## src/rtl/cla_seq_adder_ctrl_if.sv

```systemverilog
// Operand/result handshake bundle for cla_seq_adder_ctrl.
// Define CLA_SEQ_GROUP_PG_EN to carry the whole-width group P/G signals.
interface cla_seq_adder_ctrl_if #(
    parameter int CHUNKS = 2
) ();
    localparam int W = CHUNKS * 23;

    logic         in_valid;
    logic         in_ready;
    logic [W-1:0] a;
    logic [W-1:0] b;
    logic         cin;
    logic         out_valid;
    logic         out_ready;
    logic [W-1:0] sum;
    logic         cout;
`ifdef CLA_SEQ_GROUP_PG_EN
    logic         p_all;
    logic         g_all;

    modport master (output in_valid, a, b, cin, out_ready,
                    input  in_ready, out_valid, sum, cout, p_all, g_all);
    modport slave  (input  in_valid, a, b, cin, out_ready,
                    output in_ready, out_valid, sum, cout, p_all, g_all);
`else
    modport master (output in_valid, a, b, cin, out_ready,
                    input  in_ready, out_valid, sum, cout);
    modport slave  (input  in_valid, a, b, cin, out_ready,
                    output in_ready, out_valid, sum, cout);
`endif
endinterface

```

## src/rtl/cla_seq_adder_ctrl.sv

```systemverilog
// Wide (CHUNKS x 23-bit) adder that time-shares one CLA_23bit, LSB chunk first.
// Define CLA_SEQ_GROUP_PG_EN to add the p_all/g_all group propagate/generate outputs.

module CLA_23bit (
    input  logic [22:0] A,
    input  logic [22:0] B,
    input  logic        cin,
    output logic [22:0] S,
    output logic        cout,
    output logic        P,
    output logic        G
);
    // Kogge-Stone prefix: level 5 holds generate/propagate over bits [i:0]
    logic [5:0][22:0] gk;
    logic [5:0][22:0] pk;
    logic [22:0]      c_in;

    always_comb begin
        gk[0] = A & B;
        pk[0] = A ^ B;
        for (int l = 0; l < 5; l++) begin
            for (int i = 0; i < 23; i++) begin
                if (i >= (1 << l)) begin
                    gk[l+1][i] = gk[l][i] | (pk[l][i] & gk[l][i-(1<<l)]);
                    pk[l+1][i] = pk[l][i] & pk[l][i-(1<<l)];
                end else begin
                    gk[l+1][i] = gk[l][i];
                    pk[l+1][i] = pk[l][i];
                end
            end
        end
    end

    assign c_in = {gk[5][21:0] | (pk[5][21:0] & {22{cin}}), cin};
    assign S    = pk[0] ^ c_in;
    assign cout = gk[5][22] | (pk[5][22] & cin);
    assign P    = pk[5][22];
    assign G    = gk[5][22];
endmodule

module cla_seq_adder_ctrl #(
    parameter  int CHUNKS = 2,
    localparam int W      = CHUNKS * 23
) (
    input logic                 clk,
    input logic                 rst,
    cla_seq_adder_ctrl_if.slave bus
);
    localparam int            IW   = (CHUNKS > 1) ? $clog2(CHUNKS) : 1;
    localparam logic [IW-1:0] LAST = IW'(CHUNKS - 1);

    typedef enum logic [1:0] {IDLE, RUN, DONE} state_e;
    typedef logic [CHUNKS-1:0][22:0] wide_t;

    state_e        state_q, state_d;
    wide_t         a_q, a_d, b_q, b_d, sum_q, sum_d;
    logic          cin_q, cin_d, c_q, c_d, cout_q, cout_d;
    logic [IW-1:0] idx_q, idx_d;
    logic          accept;
    logic [22:0]   cla_s;
    logic          cla_co;
`ifdef CLA_SEQ_GROUP_PG_EN
    logic          cla_p, cla_g;
    logic          p_acc_q, p_acc_d, g_acc_q, g_acc_d;
`else
    logic          cla_p_unused, cla_g_unused;
`endif

    CLA_23bit u_cla (
        .A    (a_q[idx_q]),
        .B    (b_q[idx_q]),
        .cin  ((idx_q == '0) ? cin_q : c_q),
        .S    (cla_s),
        .cout (cla_co),
`ifdef CLA_SEQ_GROUP_PG_EN
        .P    (cla_p),
        .G    (cla_g)
`else
        .P    (cla_p_unused),
        .G    (cla_g_unused)
`endif
    );

    // A finishing result can be handed off and a new op taken on the same edge
    assign bus.in_ready  = !rst && ((state_q == IDLE) || (state_q == DONE && bus.out_ready));
    assign accept        = bus.in_valid && bus.in_ready;
    assign bus.out_valid = (state_q == DONE);
    assign bus.sum       = W'(sum_q);
    assign bus.cout      = cout_q;
`ifdef CLA_SEQ_GROUP_PG_EN
    assign bus.p_all     = p_acc_q;
    assign bus.g_all     = g_acc_q;
`endif

    always_comb begin
        state_d = state_q;
        a_d     = a_q;
        b_d     = b_q;
        cin_d   = cin_q;
        c_d     = c_q;
        idx_d   = idx_q;
        sum_d   = sum_q;
        cout_d  = cout_q;
`ifdef CLA_SEQ_GROUP_PG_EN
        p_acc_d = p_acc_q;
        g_acc_d = g_acc_q;
`endif
        case (state_q)
            IDLE: ;
            RUN: begin
                sum_d[idx_q] = cla_s;
                c_d          = cla_co;
                idx_d        = idx_q + 1'b1;
`ifdef CLA_SEQ_GROUP_PG_EN
                if (idx_q == '0) begin
                    p_acc_d = cla_p;
                    g_acc_d = cla_g;
                end else begin
                    p_acc_d = p_acc_q & cla_p;
                    g_acc_d = cla_g | (cla_p & g_acc_q);
                end
`endif
                if (idx_q == LAST) begin
                    cout_d  = cla_co;
                    idx_d   = '0;
                    state_d = DONE;
                end
            end
            DONE: if (bus.out_ready) state_d = IDLE;
            default: state_d = IDLE;
        endcase
        if (accept) begin
            a_d     = bus.a;
            b_d     = bus.b;
            cin_d   = bus.cin;
            idx_d   = '0;
            state_d = RUN;
        end
    end

    always_ff @(posedge clk or posedge rst) begin
        if (rst) begin
            state_q <= IDLE;
            a_q     <= '0;
            b_q     <= '0;
            cin_q   <= 1'b0;
            c_q     <= 1'b0;
            idx_q   <= '0;
            sum_q   <= '0;
            cout_q  <= 1'b0;
`ifdef CLA_SEQ_GROUP_PG_EN
            p_acc_q <= 1'b0;
            g_acc_q <= 1'b0;
`endif
        end else begin
            state_q <= state_d;
            a_q     <= a_d;
            b_q     <= b_d;
            cin_q   <= cin_d;
            c_q     <= c_d;
            idx_q   <= idx_d;
            sum_q   <= sum_d;
            cout_q  <= cout_d;
`ifdef CLA_SEQ_GROUP_PG_EN
            p_acc_q <= p_acc_d;
            g_acc_q <= g_acc_d;
`endif
        end
    end
endmodule

```

## src/flat_wrapper.sv

```systemverilog
// flat-port wrapper written by rule: the top's interface ports become plain ports
module cla_seq_adder_ctrl_flat 
#(
    parameter  int CHUNKS = 2,
    localparam int W      = CHUNKS * 23
)
  (clk, rst, bus_in_valid, bus_a, bus_b, bus_cin, bus_out_ready, bus_in_ready, bus_out_valid, bus_sum, bus_cout);
  cla_seq_adder_ctrl_if #(.CHUNKS(CHUNKS)) bus_i ();
  input logic clk;
  input logic rst;
  input wire logic [$bits(bus_i.in_valid)-1:0] bus_in_valid;
  input wire logic [$bits(bus_i.a)-1:0] bus_a;
  input wire logic [$bits(bus_i.b)-1:0] bus_b;
  input wire logic [$bits(bus_i.cin)-1:0] bus_cin;
  input wire logic [$bits(bus_i.out_ready)-1:0] bus_out_ready;
  output wire logic [$bits(bus_i.in_ready)-1:0] bus_in_ready;
  output wire logic [$bits(bus_i.out_valid)-1:0] bus_out_valid;
  output wire logic [$bits(bus_i.sum)-1:0] bus_sum;
  output wire logic [$bits(bus_i.cout)-1:0] bus_cout;
  assign bus_i.in_valid = bus_in_valid;
  assign bus_i.a = bus_a;
  assign bus_i.b = bus_b;
  assign bus_i.cin = bus_cin;
  assign bus_i.out_ready = bus_out_ready;
  assign bus_in_ready = bus_i.in_ready;
  assign bus_out_valid = bus_i.out_valid;
  assign bus_sum = bus_i.sum;
  assign bus_cout = bus_i.cout;
  cla_seq_adder_ctrl #(.CHUNKS(CHUNKS)) u_core (.clk(clk), .rst(rst), .bus(bus_i));
endmodule
```

## config.mk

```make
export PLATFORM = sky130hd
export DESIGN_NAME = cla_seq_adder_ctrl_flat
export DESIGN_NICKNAME = d
export VERILOG_FILES = /design/src/rtl/cla_seq_adder_ctrl_if.sv /design/src/rtl/cla_seq_adder_ctrl.sv /design/src/flat_wrapper.sv
export SDC_FILE = /design/constraint.sdc
export NUM_CORES = 1
export LEC_CHECK = 0
export CAP_MARGIN = 10
export CORE_ASPECT_RATIO = 0.5
export CORE_UTILIZATION = 56
export DETAILED_ROUTE_END_ITERATION = 6
export PLACE_DENSITY = 0.94
export SKIP_LAST_GASP = 1
export SYNTH_ARGS = -nofsm -noshare
export SYNTH_HDL_FRONTEND = slang
export SYNTH_SLANG_ARGS = --single-unit
```

## constraint.sdc

```tcl
create_clock -name clk -period 8.6 [get_ports clk]
set_input_delay 1.72 -clock clk [delete_from_list [all_inputs] [get_ports clk]]
set_output_delay 1.72 -clock clk [all_outputs]
set_load 0.05 [all_outputs]
```

==> results of run 1 <==
==> Yosys cell counts (2+ instances only) <==
| cell type | instances | area (sq um) |
|---|---|---|
| a211oi_1 | 3 | 22.5 |
| o21ai_2 | 3 | 26.3 |
| a31oi_1 | 3 | 18.8 |
| buf_2 | 11 | 55.1 |
| mux2_2 | 139 | 1570 |
| ha_1 | 23 | 288 |
| nand2_1 | 66 | 248 |
| clkbuf_1 | 19 | 71.3 |
| a21o_1 | 9 | 67.6 |
| xnor2_1 | 11 | 96.3 |
| o21a_1 | 3 | 22.5 |
| a211oi_2 | 2 | 25.0 |
| o21ai_1 | 3 | 15.0 |
| or2_2 | 2 | 12.5 |
| nor2b_1 | 2 | 12.5 |
| a2111oi_0 | 2 | 17.5 |
| a21oi_1 | 19 | 95.1 |
| o31ai_1 | 3 | 22.5 |
| nor3_1 | 4 | 20.0 |
| inv_1 | 11 | 41.3 |
| nand4_1 | 8 | 50.1 |
| o21bai_1 | 4 | 30.0 |
| nand2b_1 | 3 | 18.8 |
| and2_1 | 3 | 18.8 |
| a211o_1 | 2 | 17.5 |
| nor2_1 | 9 | 33.8 |
| dfrtp_1 | 144 | 3600 |
| o21ai_0 | 46 | 230 |
| xor2_1 | 7 | 61.3 |
| nand3_1 | 4 | 20.0 |
==> cells by family (layout without fill, tap and decap cells) <==
logic type,after synthesis,in the layout,synth area share
adders and majority gates,24,24,0.0437
and+or+nand+nor,106,106,0.0696
AOI/OAI and AO/OA,114,114,0.103
muxes,140,140,0.225
buffers and inverters,42,191,0.0249
xor gates and xnor gates,18,18,0.0224
DFF,144,144,0.511
==> routing by layer <==
| layer | vias to the layer above | share of wire | track usage |
|---|---|---|---|
| li1 | 2379 | - | - |
| met1 | 2581 | 0.42 | 0.339 |
| met2 | 207 | 0.50 | 0.478 |
| met3 | 41 | 0.055 | 0.0603 |
| met4 | 0 | 0.021 | 0.0952 |
| met5 | - | 0 | 0 |
==> final cells by class <==
type / count / area, sq um / area share
clock buffer: 17 / 425 / 0.0465
clock inverter: 15 / 130 / 0.0142
inverter: 11 / 46.3 / 0.00506
multi-input combinational: 402 / 3270 / 0.357
sequential: 144 / 3600 / 0.394
tap: 165 / 206 / 0.0225
timing repair buffer: 148 / 1470 / 0.161
==> registers in the layout (all words and copies together) (netlist names) <==
signal / flops
u_core.cin_q: 1
u_core.idx_q: 1
u_core.b_q: 46
u_core.state_q: 2
u_core.bus.cout: 1
u_core.bus.sum: 46
u_core.a_q: 46
u_core.c_q: 1
==> tightest hold or removal path: cells and delay by family (launching register included) <==
family | cells | cell delay (ns)
flip-flops | 1 | 0.34
AND/OR/NAND/NOR | 1 | 0.05
AO/OA/AOI/OAI | 1 | 0.05
==> cells in the final DEF, fill, tap and decap left out, drive strengths merged, types with 8 or more instances in the layout <==
| cell type | n |
|---|---|
| clkdlybuf4s50 | 145 |
| dfrtp | 144 |
| mux2 | 139 |
| nand2 | 66 |
| o21ai | 52 |
| ha | 23 |
| a21oi | 20 |
| clkbuf | 17 |
| inv | 16 |
| xnor2 | 11 |
| nor2 | 9 |
| a21o | 9 |
| nand4 | 8 |
| clkinv | 8 |
==> metrics by stage <==
stage,instance area [sq um],hold WS [ns],setup WS [ns]
finish,9160,0.482,3.40
global route,9160,0.511,3.32
CTS,9160,0.486,3.41
detailed placement,8600,0.470,3.42
global placement,8600,0.461,3.46
floorplan,7050,0.475,3.01
==> worst paths after layout <==
check                                           to  cells after the start  slack [ns]                from
worst min register to register  u_core.bus.sum[21]                      2        0.48  u_core.bus.sum[21]
worst max register to register  u_core.bus.sum[39]                     10        4.95        u_core.idx_q
worst min-delay path            u_core.bus.sum[21]                      2        0.48  u_core.bus.sum[21]
worst max-delay path                  bus_in_ready                      4        3.40       bus_out_ready
max in group asynchronous             u_core.idx_q                      3        5.51                 rst
min in group asynchronous           u_core.b_q[17]                      2        1.88                 rst
==> flow_summary.ini, run 1 <==
[run_status]
status = finished, final reports clean

[final_layout]
antenna_cells = 0
area_growth_pct = 30.0
drive_gt1_frac = 0.262
final_core_utilization = 0.760
finalNetCount = 845
fillers = 756
fin_cells = 902

[clocking]
post_cts_buffers = 0
cts_resized = 0
ctsHoldBuffers = 0
htreeDepth = 4
cts_inserted_buffers = 17
cts_tree = done
clockBufferDepth = 2
cts.sink_count = 144
cts-root-buf = clkbuf_16
worstSkewPairLatency_ns = 0.43
clk_pin_slew_worst_paths_ns = 0.06

[worst_setup_path]
cp_top_family = buffers and inverters
worst_path_max_delay_cell = clkdlybuf4s50_1
crit_path_max_fanout = 2
critPathLaunchType = primary input
worstPathRequired_ns = 6.88
end_kind = output port
worstSetupPathType = primary input to output port
max_stage_delay_ns = 0.87
critPathArrivalTime_ns = 3.48
path_buf_inv = 3
crit_top_cell = clkdlybuf4s50_1
path_cells = clkdlybuf4s50_1 -> inv_1 -> a211oi_1 -> clkdlybuf4s50_1

[logic_synthesis]
synth_edf_count = 0
async_flop_share = 1.00
yosysWarnings = 0
ys.flop_type = dfrtp_1
syn_nets = 709
syn-cell-area_sq_um = 7050
avgSynthCellArea_sq_um = 12.0
synth-seq-cells = 144
synthCells = 588
ys_types = 50
seq_area_frac_synth = 0.511

[timing]
setup_tns_ns = 0
slew_violations = 0
fin_skew_ns = 0.00846
hold_viol = 0
slew_headroom = 0.169
tightest_slew_ns = 1.25
period_needed_ns = 5.20
max_freq_mhz = 192
rsz0062_at_grt = no
finalSetupViolCount = 0
post-route-period-util = 0.604

[hold_path]
hp-class = register to register

[global_route]
grt.overflow.total = 0
grt_antenna_before_repair = 0
grt_usage = 0.272
grt_pass1_vias = 5493
grt_max_degree = 96
grt_pass1_wl_microns = 27400

[die]
die_area_sq_um = 13100
die_height_microns = 81.3
initial_core_util = 0.585
dieWidth_microns = 161
io_pins = 146
core_sq_um = 12100
std_cell_rows = 28

[place]
dp_hpwl_microns = 11600
dp.cells = 870
routabilityCongestion = 0.851
io_buffer_count = 145

[drt]
routed-via-count = 5208
firstDrtPassIters = 5
viasPerCell = 5.77
drt_wl_total_microns = 17000
drc = 0
drtIter0Drc = 359
wire_per_inst_microns = 18.9
antenna_left = 0

[run]
cap_violations = 0
Power of run 1 is left out: the tool's default activity adds up to more than one toggle a clock period on the data nets, which glitch-free logic cannot reach.
==> inputs of run 2 (changes only) <==
--- a/config.mk
+++ b/config.mk
@@ -7,9 +7,9 @@
 export LEC_CHECK = 0
 export CAP_MARGIN = 10
 export CORE_ASPECT_RATIO = 0.5
-export CORE_UTILIZATION = 56
+export CORE_UTILIZATION = 47
 export DETAILED_ROUTE_END_ITERATION = 6
-export PLACE_DENSITY = 0.94
+export PLACE_DENSITY = 0.85
 export SKIP_LAST_GASP = 1
 export SYNTH_ARGS = -nofsm -noshare
 export SYNTH_HDL_FRONTEND = slang
==> constraint.sdc (replaced) <==
create_clock -name clk -period 4.63 [get_ports clk]
set_input_delay 0.926 -clock clk [delete_from_list [all_inputs] [get_ports clk]]
set_output_delay 0.926 -clock clk [all_outputs]
set_load 0.05 [all_outputs]
==> flow_summary.ini, run 2 (synthesized netlist as in run 1, its figures left out) <==
[timing]
hold_viol = 0
slew_headroom = 0.359
slew_violations = 0
finalWorstSetupSlack_ns = 0.969
tightest_slew_ns = 0.959
period_needed_ns = 3.66
finalSetupViolCount = 0
fin_skew_ns = 0.00608
rsz0062_at_grt = no
post-route-period-util = 0.791
setup_tns_ns = 0
worst_hold_slack_ns = 0.478
max_freq_mhz = 273

[final_layout]
area_growth_pct = 31.9
layout_commonest_cell = clkdlybuf4s50_1
most-common-layout-cells = clkdlybuf4s50_1, dfrtp_1, mux2_2
design_area_sq_um = 9290
drive_gt1_frac = 0.259
finalNetCount = 847
fillers = 1116

[clocking]
cts.sink_count = 144
cts_tree = done
clk_pin_slew_worst_paths_ns = 0.06
ctsHoldBuffers = 0
cts_inserted_buffers = 17
cts-root-buf = clkbuf_16
post_cts_buffers = 0
cts_resized = 0
worstSkewPairLatency_ns = 0.42
clockBufferDepth = 2
htreeDepth = 4

[worst_setup_path]
critPathLaunchType = register
cp_top_family = compound AO/OA/AOI/OAI gates
worstPathRequired_ns = 4.98
end_kind = register
reg2reg_depth = 10
max_stage_delay_ns = 0.75
worstSetupPathType = register to register
path_buf_inv = 1
path_cells = buf_12 -> mux2_2 -> ha_1 -> a21oi_1 -> o21ai_0 -> a31oi_1 -> o21ai_1 -> o211ai_1 -> a211o_1 -> nand3_1
critPathArrivalTime_ns = 4.01
cp.depth = 10
crit_path_max_fanout = 27
worst_path_max_delay_cell = dfrtp_2

[global_route]
grt.met1_usage = 0.288
grt_pass1_vias = 5309
grt_usage = 0.231
use_met3 = 0.0541
grt_pass1_wl_microns = 27300
use_met2 = 0.396
top_usage_layer = met2
grt_antenna_before_repair = 0
grt.overflow.total = 0
grt_max_degree = 81

[die]
dieWidth_microns = 175
initial_core_util = 0.484
io_pins = 146
die_height_microns = 88.6
core_sq_um = 14500
die_area_sq_um = 15500
std_cell_rows = 31

[run]
cap_violations = 0

[drt]
routed-via-count = 5106
drt_wl_total_microns = 17300
wire_per_inst_microns = 18.5
viasPerCell = 5.46
antenna_left = 0
firstDrtPassIters = 5
drc = 0
drtIter0Drc = 302

[place]
placed_area_sq_um = 8690
routabilityCongestion = 0.869
io_buffer_count = 145
pre_cts_ws_ns = 1.09
dp_hpwl_microns = 12100

[hold_path]
hold_depth = 2
hp-class = register to register

[run_status]
status = finished, final reports clean
==> run 2: cell count changes in the layout (fill, tap and decap cells not counted), sizes merged <==
| cell | previous run | this run |
|---|---|---|
| buf | 3 | 5 |
| bufinv | 0 | 3 |
| clkbuf | 17 | 21 |
| clkinv | 8 | 3 |
| clkinvlp | 2 | 4 |
| diode | 0 | 1 |
| inv | 16 | 10 |
==> run 2: layout make-up <==
class	count	area [sq um]	share of cell area
diodes	1	2.50	0.000269
clock buffers	21	460	0.0496
clock inverters	9	135	0.0145
inverters	11	45.0	0.00485
multi-input cells	402	3270	0.352
flip-flops and latches	144	3600	0.388
well taps	198	248	0.0267
repair buffers	150	1530	0.164
==> run 2: per-stage QoR <==
stage	std cells	util
final	936	0.639
after global routing	935	0.639
after CTS	935	0.639
after detailed placement	905	0.598
after global placement	905	0.598
after floorplan	588	-
==> run 2: worst paths after layout <==
| check | slack [ns] | startpoint | endpoint |
|---|---|---|---|
| min in group asynchronous | 1.12 | rst | u_core.b_q[18] |
| hold reg to reg | 0.48 | u_core.bus.sum[6] | u_core.bus.sum[6] |
| setup / recovery | 0.97 | u_core.idx_q | u_core.bus.sum[45] |
| setup reg to reg | 0.97 | u_core.idx_q | u_core.bus.sum[45] |
| max in group asynchronous | 2.59 | rst | u_core.b_q[27] |
| hold / removal | 0.48 | u_core.bus.sum[6] | u_core.bus.sum[6] |
==> run 2: metal layers <==
metal | routed length [microns] | part of all wire
met1 | 7530 | 0.44
met2 | 8590 | 0.50
met3 | 820 | 0.047
met4 | 356 | 0.021
met5 | 0 | 0
==> run 2: tightest hold or removal path, stage by stage, from the launching register on <==
cell and delay, ns:
dfrtp_1 0.34, nand2_1 0.04, o21ai_0 0.06
Power of run 2 is left out for the same reason.
==> inputs of run 3 (changes only) <==
==> constraint.sdc (replaced) <==
create_clock -name clk -period 3 [get_ports clk]
set_input_delay 0.6 -clock clk [delete_from_list [all_inputs] [get_ports clk]]
set_output_delay 0.6 -clock clk [all_outputs]
set_load 0.05 [all_outputs]
==> flow_summary.ini, run 3 (synthesized netlist as in run 1, its figures left out) <==
[drt]
drtIter0Drc = 355
routed-via-count = 5249
viasPerCell = 5.46
firstDrtPassIters = 4
wire_per_inst_microns = 18.5
antenna_left = 0
drc = 0
drt_wl_total_microns = 17800

[clocking]
clk_pin_slew_worst_paths_ns = 0.06
cts-root-buf = clkbuf_16
cts.sink_count = 144
worstSkewPairLatency_ns = 0.42
clockBufferDepth = 2
cts_inserted_buffers = 17
cts_tree = done
htreeDepth = 4

[run]
cap_violations = 0

[place]
dp_hpwl_microns = 12600
placed_area_sq_um = 8890
dp.cells = 926
routabilityCongestion = 0.849
io_buffer_count = 145

[timing]
rsz0062_at_grt = yes
max_freq_mhz = 338
post-route-period-util = 0.987
fin_skew_ns = 0.0102
slew_violations = 0
finalSetupViolCount = 0
slew_headroom = 0.463
tightest_slew_ns = 0.805
period_needed_ns = 2.96
hold_viol = 0
worst_hold_slack_ns = 0.479

[global_route]
grt_max_degree = 93
grt_antenna_before_repair = 0
grt_pass1_vias = 5285
grt_pass1_wl_microns = 27500
grt.overflow.total = 0
grt_usage = 0.233

[final_layout]
drive_gt1_frac = 0.309
antenna_cells = 0
fin_cells = 962
design_area_sq_um = 9700
layout_commonest_cell = clkdlybuf4s50_1
most-common-layout-cells = clkdlybuf4s50_1, dfrtp_1, mux2_2
finalNetCount = 872
area_growth_pct = 37.6

[worst_setup_path]
r2r_end = u_core.bus.sum[18]
crit_start = u_core.idx_q
critPathLaunchType = register
reg2reg_depth = 11
worstSetupPathType = register to register
rr_startpoint = u_core.idx_q
worstPathRequired_ns = 3.32
endpoint = u_core.bus.sum[18]
end_kind = register
crit_path_max_fanout = 13
rrSetupSlack_ns = 0.04
critPathArrivalTime_ns = 3.28

[die]
io_pins = 146
die_area_sq_um = 15500
std_cell_rows = 31
initial_core_util = 0.484
core_sq_um = 14500
die_height_microns = 88.6
dieWidth_microns = 175

[hold_path]
hold_depth = 2
hp-class = register to register

[run_status]
status = finished, final reports clean
run 3: worst min-delay path by stage:
stage                             startpoint            endpoint  slack (ns)
after floorplan               u_core.a_q[36]      u_core.a_q[36]        0.47
after global placement    u_core.bus.sum[25]  u_core.bus.sum[25]        0.46
after detailed placement  u_core.bus.sum[21]  u_core.bus.sum[21]        0.47
after CTS                 u_core.bus.sum[43]  u_core.bus.sum[43]        0.48
after global routing      u_core.bus.sum[10]  u_core.bus.sum[10]        0.51
final                     u_core.bus.sum[27]  u_core.bus.sum[27]        0.48
run 3: metrics by stage:
step / setup slack, ns / setup TNS, ns / util
6_report: 0.0383 / 0 / 0.667
5_1_grt: -0.110 / -0.435 / 0.667
4_1_cts: 0.0327 / 0 / 0.655
3_5_place_dp: -0.0790 / -0.240 / 0.611
3_3_place_gp: 0.0126 / 0 / 0.611
2_1_floorplan: 0.00467 / 0 / -
run 3: what timing repair did:
action	CTS	global route
endpoints found under the setup margin	12	22
pin swaps	0	5
gates resized for setup	0	26
hold buffers	0	0
buffers inserted	2	2
cloned	0	0
run 3: layout make-up:
| cell class | count | area (sq um) |
|---|---|---|
| Clock inverter | 9 | 130 |
| Timing Repair Buffer | 175 | 1750 |
| Inverter | 11 | 45.0 |
| Fill cell | 1032 | 4850 |
| Sequential cell | 144 | 3600 |
| Multi-Input combinational cell | 402 | 3430 |
| Clock buffer | 23 | 488 |
| Tap cell | 198 | 248 |
run 3: layer usage:
layer	vias to the layer above	routed length [microns]	global-route usage
met1	2622	7770	0.304
met5	-	0	0
met3	25	931	0.0567
met2	167	8820	0.389
li1	2435	-	-
met4	0	263	0.0743
run 3: critical path, stage by stage (launching register included):
cell      delay [ns]
dfrtp_2         0.41
buf_4           0.14
buf_12          0.14
mux2_2          0.34
ha_1            0.34
nand4_1         0.15
o221ai_1        0.34
a21oi_4         0.11
o21bai_1        0.26
a211oi_1        0.11
or2_2           0.32
o21ai_0         0.20
Power of run 3 is left out for the same reason.
